<file path="src/rtl/nested_loop_sched.sv">
// nested_loop_sched: sequencer for the two-level nested-loop action datapath.
// For each outer iteration it issues one act_outer strobe and then inner_n
// act_inner strobes, with the loop indices on x_idx / y_idx. A one-cycle done
// pulse follows the last action.
//
// Ports:
//   clk, rst_n          clock, asynchronous active-low reset
//   start               run request, sampled only while idle
//   outer_n, inner_n    loop counts, latched when start is accepted
//   hold                stall while sequencing (no strobe, nothing advances)
//   busy                run in progress
//   done                one-cycle completion pulse
//   act_outer/act_inner one-cycle action strobes (never high together)
//   x_idx, y_idx        indices belonging to the current strobe
//
// Optional feature (macro NLS_ABORT_EN): adds input abort and output aborted.
// abort while sequencing ends the run early; aborted pulses together with done.
// All outputs are registered.

module nested_loop_sched #(
  parameter int unsigned CNT_W = 8
) (
  input  logic             clk,
  input  logic             rst_n,
  input  logic             start,
  input  logic [CNT_W-1:0] outer_n,
  input  logic [CNT_W-1:0] inner_n,
  input  logic             hold,
`ifdef NLS_ABORT_EN
  input  logic             abort,
  output logic             aborted,
`endif
  output logic             busy,
  output logic             done,
  output logic             act_outer,
  output logic             act_inner,
  output logic [CNT_W-1:0] x_idx,
  output logic [CNT_W-1:0] y_idx
);

  localparam logic [CNT_W-1:0] CntOne = CNT_W'(1);

  typedef enum logic [1:0] {StIdle, StOuter, StInner, StDone} state_e;

  state_e           state_q, state_d;
  logic [CNT_W-1:0] x_q, x_d;
  logic [CNT_W-1:0] y_q, y_d;
  logic [CNT_W-1:0] on_q, on_d;   // latched outer count
  logic [CNT_W-1:0] in_q, in_d;   // latched inner count
  logic             busy_q, busy_d;
  logic             done_q, done_d;
  logic             act_outer_q, act_outer_d;
  logic             act_inner_q, act_inner_d;
  logic [CNT_W-1:0] x_idx_q, x_idx_d;
  logic [CNT_W-1:0] y_idx_q, y_idx_d;
`ifdef NLS_ABORT_EN
  // Remembers that DONE was reached by abort so aborted can pulse with done.
  logic             ab_pend_q, ab_pend_d;
  logic             aborted_q, aborted_d;
`endif

  logic last_x;
  logic last_y;

  // Compare against latched counts only; the input counts may change mid-run.
  assign last_x = (x_q == on_q - CntOne);
  assign last_y = (y_q == in_q - CntOne);

  always_comb begin
    state_d     = state_q;
    x_d         = x_q;
    y_d         = y_q;
    on_d        = on_q;
    in_d        = in_q;
    busy_d      = busy_q;
    done_d      = 1'b0;
    act_outer_d = 1'b0;
    act_inner_d = 1'b0;
    x_idx_d     = x_idx_q;
    y_idx_d     = y_idx_q;
`ifdef NLS_ABORT_EN
    ab_pend_d   = ab_pend_q;
    aborted_d   = 1'b0;
`endif

    unique case (state_q)
      StIdle: begin
        if (start) begin
          on_d    = outer_n;
          in_d    = inner_n;
          x_d     = '0;
          y_d     = '0;
          busy_d  = 1'b1;
          state_d = (outer_n != '0) ? StOuter : StDone;
        end
      end

      StOuter: begin
`ifdef NLS_ABORT_EN
        if (abort) begin
          ab_pend_d = 1'b1;
          state_d   = StDone;
        end else
`endif
        if (!hold) begin
          act_outer_d = 1'b1;
          x_idx_d     = x_q;
          y_idx_d     = '0;
          if (in_q != '0) begin
            state_d = StInner;
          end else if (last_x) begin
            state_d = StDone;
          end else begin
            x_d = x_q + CntOne;
          end
        end
      end

      StInner: begin
`ifdef NLS_ABORT_EN
        if (abort) begin
          ab_pend_d = 1'b1;
          state_d   = StDone;
        end else
`endif
        if (!hold) begin
          act_inner_d = 1'b1;
          x_idx_d     = x_q;
          y_idx_d     = y_q;
          if (last_y) begin
            y_d = '0;
            if (last_x) begin
              state_d = StDone;
            end else begin
              x_d     = x_q + CntOne;
              state_d = StOuter;
            end
          end else begin
            y_d = y_q + CntOne;
          end
        end
      end

      StDone: begin
        done_d  = 1'b1;
        busy_d  = 1'b0;
        state_d = StIdle;
`ifdef NLS_ABORT_EN
        aborted_d = ab_pend_q;
        ab_pend_d = 1'b0;
`endif
      end

      default: state_d = StIdle;
    endcase
  end

  always_ff @(posedge clk or negedge rst_n) begin
    if (!rst_n) begin
      state_q     <= StIdle;
      x_q         <= '0;
      y_q         <= '0;
      on_q        <= '0;
      in_q        <= '0;
      busy_q      <= 1'b0;
      done_q      <= 1'b0;
      act_outer_q <= 1'b0;
      act_inner_q <= 1'b0;
      x_idx_q     <= '0;
      y_idx_q     <= '0;
`ifdef NLS_ABORT_EN
      ab_pend_q   <= 1'b0;
      aborted_q   <= 1'b0;
`endif
    end else begin
      state_q     <= state_d;
      x_q         <= x_d;
      y_q         <= y_d;
      on_q        <= on_d;
      in_q        <= in_d;
      busy_q      <= busy_d;
      done_q      <= done_d;
      act_outer_q <= act_outer_d;
      act_inner_q <= act_inner_d;
      x_idx_q     <= x_idx_d;
      y_idx_q     <= y_idx_d;
`ifdef NLS_ABORT_EN
      ab_pend_q   <= ab_pend_d;
      aborted_q   <= aborted_d;
`endif
    end
  end

  assign busy      = busy_q;
  assign done      = done_q;
  assign act_outer = act_outer_q;
  assign act_inner = act_inner_q;
  assign x_idx     = x_idx_q;
  assign y_idx     = y_idx_q;
`ifdef NLS_ABORT_EN
  assign aborted   = aborted_q;
`endif

endmodule
</file>
<file path="config.mk">
export PLATFORM = sky130hd
export DESIGN_NAME = nested_loop_sched
export DESIGN_NICKNAME = d
export VERILOG_FILES = /design/src/rtl/nested_loop_sched.sv
export SDC_FILE = /design/constraint.sdc
export NUM_CORES = 1
export LEC_CHECK = 0
export BUFFER_PORTS_ARGS = -buffer_cell sky130_fd_sc_hd__buf_2
export CAP_MARGIN = 0
export CORE_ASPECT_RATIO = 0.7
export CORE_MARGIN = 4
export CORE_UTILIZATION = 55
export CTS_CLUSTER_DIAMETER = 40
export DETAILED_ROUTE_END_ITERATION = 12
export GPL_TIMING_DRIVEN = 0
export PLACE_DENSITY = 0.77
export SYNTH_ARGS = -nofsm -noshare
export SYNTH_HDL_FRONTEND = slang
export SYNTH_SLANG_ARGS = --single-unit
</file>
<file path="constraint.sdc">
create_clock -name clk -period 3.66 [get_ports clk]
set_input_delay 0.915 -clock clk [delete_from_list [all_inputs] [get_ports clk]]
set_output_delay 0.915 -clock clk [all_outputs]
set_load 0.05 [all_outputs]
</file>
# Word level (Yosys, flattened, before mapping)
# Index checks and enable logic that the tools add are counted.
# word_totals
register_bits	54
latch_bits	0
ram_bits	0
rom_bits	0
output_inout_bits	20
n_memories	0
# op_classes
addsub	4
multipliers	0
div	0
magnitude_cmp	0
eq_ne	11
n_shift	0
mux	28
bitwise	1
reduce_logical	15
# ops
op	n
8-bit two-way mux	10
8-bit one-hot mux with 2 select lines	2
8-bit one-hot mux with 3 select lines	1
8-bit by 1-bit adder with 8-bit output (second input constant)	2
8-bit equality test	2
2-bit two-way mux	8
8-bit nonzero test	2
8-bit by 1-bit subtractor with 8-bit output (second input constant)	2
2-bit inequality test (second input constant)	5
2-bit one-hot mux with 4 select lines	1
2-bit AND reduction	3
3-bit AND reduction	2
6-bit AND reduction	1
2-bit nonzero test	3
1-bit two-way mux	5
5-bit AND reduction	1
2-bit equality test (second input constant)	2
3-bit inequality test (second input constant)	1
3-bit nonzero test	1
2-bit by 1-bit equality test with 1-bit output (second input constant)	1
2-bit logical NOT	1
1-bit one-hot mux with 2 select lines	1
2-bit OR reduction	1
1-bit NOT	1

# Logic depth before layout (Yosys ltp)
# logic_depth
depth_word	6
ltp_mapped	10
ltp_nobuf	9

# Worst setup path after synthesis
# Ideal clock, no wire load.
# synth_timing
path_type	reg-to-reg
startpoint	reg in_q[2]
endpoint	reg x_q[7]
arrival_ps	2585
required_time_ps	3580
setup_slack_ps	995
path_stages_with_launch	8
path_buffers	1
cell_sequence	dfrtp_1 > buf_6 > or4_4 > or4b_4 > a211oi_4 > nand2_4 > or4_1 > o211ai_2
# synth_via
elab_chain_cells	4
# synth_rtl
item	line	source
start, declared	49	logic [CNT_W-1:0] in_q, in_d;
start signal, assigned	180	in_q <= in_d;
8-bit by 1-bit subtractor with 8-bit output	67	assign last_y = (y_q == in_q - CntOne);
8-bit equality test	67	
2-bit inequality test (no line)	-	
6-bit AND reduction (no line) *	-	
end signal, assigned	161	x_q <= '0;
end signal, assigned	177	x_q <= x_d;
end, declared	46	logic [CNT_W-1:0] x_q, x_d;
# Every way passes the cells marked *; elsewhere a longest branch is shown, timed or not.
# A chain may end at the register's enable or synchronous reset.

# Worst setup path in the final report
# layout_timing
startpoint	reg on_q[0]
endpoint	reg x_q[0]
# layout_via
elab_chain_cells	6
# layout_rtl
item	line	source
start, declared	48	logic [CNT_W-1:0] on_q, on_d;
start signal, assigned	179	on_q <= on_d;
8-bit by 1-bit subtractor with 8-bit output *	66	assign last_x = (x_q == on_q - CntOne);
8-bit equality test *	66	
8-bit two-way mux *	-	
8-bit two-way mux, on equally long branches (2 in a row)	-	
8-bit one-hot mux with 3 select lines *	-	
# Every way passes the cells marked *; elsewhere a longest branch is shown, timed or not. The select of a mux whose other input is x is not followed.

==> reports/qor.csv <==
metric;value;unit
status;finished, final reports clean;
drive_gt1_frac;0.2515;
final-setup-viol-count;0;
numCtsBuffers;5;
pwr-share-seq;0.515;
fin_skew;0.009445;ns
ys_types;51;
path_class;flop to flop;
hold_viol;0;
syn-mean-instance-area;10.60;µm²
fin_crit_sh;0.7921;
worstPathArrival;3.09;ns
synth_area_leader_cell;dfrtp_1;
synth_nets;309;
row_count;22;
yosysTopAreaCellShare;0.4551;
gp_congestion;0.8633;
wl_met3;419;µm
worstRegToRegCells;7;
gr-total-overflow;0;
clock.fmax;0.3449;GHz
grt_pass1_vias;2081;
mostFrequentLayoutCells;dfrtp_1 (54), buf_2 (40), mux2_2 (25);
m1WireLength;3.109;mm
clock_sinks;54;
ys_warn_count;0;
ys_seq_area_frac;0.4551;
vias;2226;
io_pins;40;
die_y;69.47;µm
clk_path_buf_depth;2;
crit_path_start;on_q[0]$_DFFE_PN0P_;
tns;0;ns
path_max_fanout;9;
met2_length;2.208;mm
switching_share;0.3161;
clockPowerShare;0.275;
rsz0062_at_grt;false;
htreeDepth;2;
r2r_slack;0.76;ns
ys_ff_latch;54;
drt_iter0_drc;231;
critPathLaunchType;flop;
synth_cells;280;
port_buffers;39;
fp.coreArea;5230;µm²
root_buffer;clkbuf_8;
fin_crit;2.899;ns
cap_viol_max_count;0;
grt_max_degree;55;
cp-end-kind;flop;
rr_endpoint;x_q[0]$_DFFE_PN0P_;
pwr-share-comb;0.210;
wl_per_cell;14.56;µm
dp.cells;391;
nFillCells;440;
hold_buffers;0;
die_w;95.82;µm
hpwl;4.294;mm
worst_pin_slew;1.145;ns
drc_errors;0;
vias_per_cell;5.593;
ir_drop;0.3163;mV
ctsResizeCount;0;
synth-async-reset-ratio;1.000;
final_common_cell;dfrtp_1;
nets;355;
synth_area_leaders;dfrtp_1 (46%), mux2_2 (9.5%), xnor2_1 (3.8%);
clock_latency;0.30;ns
clkSlewWorstSetupHoldPaths;0.10;ns
routed_wirelength;5.795;mm
reg2reg_from;on_q[0]$_DFFE_PN0P_;
grtUsageTotal;0.1904;
cts_tree;yes;
p_int;0.9573;mW
num_antenna_cells;0;
switchingPower;0.4426;mW
hp-class;flop to flop;
grt_pass1_wl;10.06;mm
maxSlewViolCount;0;
synth_edf_count;0;
area_growth;13.23;%
slew-limit-headroom;0.2368;
synthesis.area;2969;µm²
synth-main-ff-cell;dfrtp_1;
ant_nets;0;
instances_no_fill;398;
start_util;0.5677;
leakage;1.590;nW
cts_setup_buffers;0;
drtPass1Iterations;5;
antenna_found_initial;0;
critPathRequiredTime;3.85;ns
power_density;416.4;nW/µm²
top_layer_used;met4;
critPathCapture;x_q[0]$_DFFE_PN0P_;
die-area;6656;µm²
-- metal layers --
metal,track usage,up-vias
li1,-,1114
met1,0.3174,1032
met2,0.2512,74
met3,0.03905,6
met4,0.03785,0
met5,0,-
-- critical path, cell delays in order, from the launching register on --
cell and delay (ns):
dfrtp_1 0.43, or4_1 0.54, nor2_1 0.15, o21ai_0 0.10, and3_1 0.23, nor3_1 0.84, nor2_1 0.18, mux2_2 0.32
-- layout make-up --
type	instances	area [µm²]	area share
Multi-Input combinational cell	206	1534	0.4563
Sequential cell	54	1351	0.4019
Timing Repair Buffer	39	195.2	0.05806
Tap cell	72	90.09	0.02680
Clock buffer	5	68.82	0.02047
Buffer	10	46.29	0.01377
Clock inverter	2	38.79	0.01154
Inverter	10	37.54	0.01116
-- cell usage after synthesis, types with 4 or more instances --
master and n:
dfrtp_1 54, mux2_2 25, nand2_1 21, nor2_1 15, o21ai_0 14, xnor2_1 13, nand2b_1 12, inv_1 10
nand3_1 10, a22o_1 9, ha_1 9, clkbuf_1 8, nor3_1 6, xor2_1 6, a21oi_1 5, or4_1 5
a31oi_1 4, and3_1 4, nand4_1 4, nor2b_1 4, o211ai_1 4
-- power groups by stage --
stage	Clock, mW	Sequential, mW	Combinational [mW]
6_report	0.385	0.721	0.294
3_5_place_dp	0	0.731	0.296
5_1_grt	0.423	0.731	0.321
3_3_place_gp	0	0.729	0.291
4_1_cts	0.397	0.719	0.296
2_1_floorplan	0	0.806	0.131
-- kinds of logic after synthesis --
kind of cell	synth area share
flops	0.4551
buf+inv	0.02823
mux	0.1016
fa+ha+maj	0.03793
xor+xnor	0.05605
compound gates	0.1260
simple gates	0.1951
-- worst min-delay path by stage --
stage	depth (start not counted)	from	end
6_report	1	y_idx[1]$_DFFE_PN0P_	y_idx[1]$_DFFE_PN0P_
5_1_grt	1	y_idx[3]$_DFFE_PN0P_	y_idx[3]$_DFFE_PN0P_
4_1_cts	1	y_idx[6]$_DFFE_PN0P_	y_idx[6]$_DFFE_PN0P_
3_5_place_dp	1	y_idx[6]$_DFFE_PN0P_	y_idx[6]$_DFFE_PN0P_
3_3_place_gp	1	y_idx[3]$_DFFE_PN0P_	y_idx[3]$_DFFE_PN0P_
2_1_floorplan	1	on_q[7]$_DFFE_PN0P_	on_q[7]$_DFFE_PN0P_
-- metrics by stage --
step	util	cell area, µm²	power (mW)	worst slack, ns	hold slack, ns
2_1_floorplan	-	2969	0.9370	0.9950	0.5009
3_3_place_gp	0.6222	3254	1.020	0.8999	0.4781
3_5_place_dp	0.6222	3254	1.027	0.8855	0.4843
4_1_cts	0.6428	3362	1.413	0.8319	0.5059
5_1_grt	0.6428	3362	1.475	0.6028	0.5208
6_report	0.6428	3362	1.400	0.7609	0.5007
-- registers in the layout (all words and copies together), names as in the netlist --
register	count
y_q	8
act_outer	1
act_inner	1
in_q	8
y_idx	8
x_q	8
done	1
on_q	8
state_q	2
busy	1
x_idx	8
Note: power is estimated with default switching activity, not from simulation.
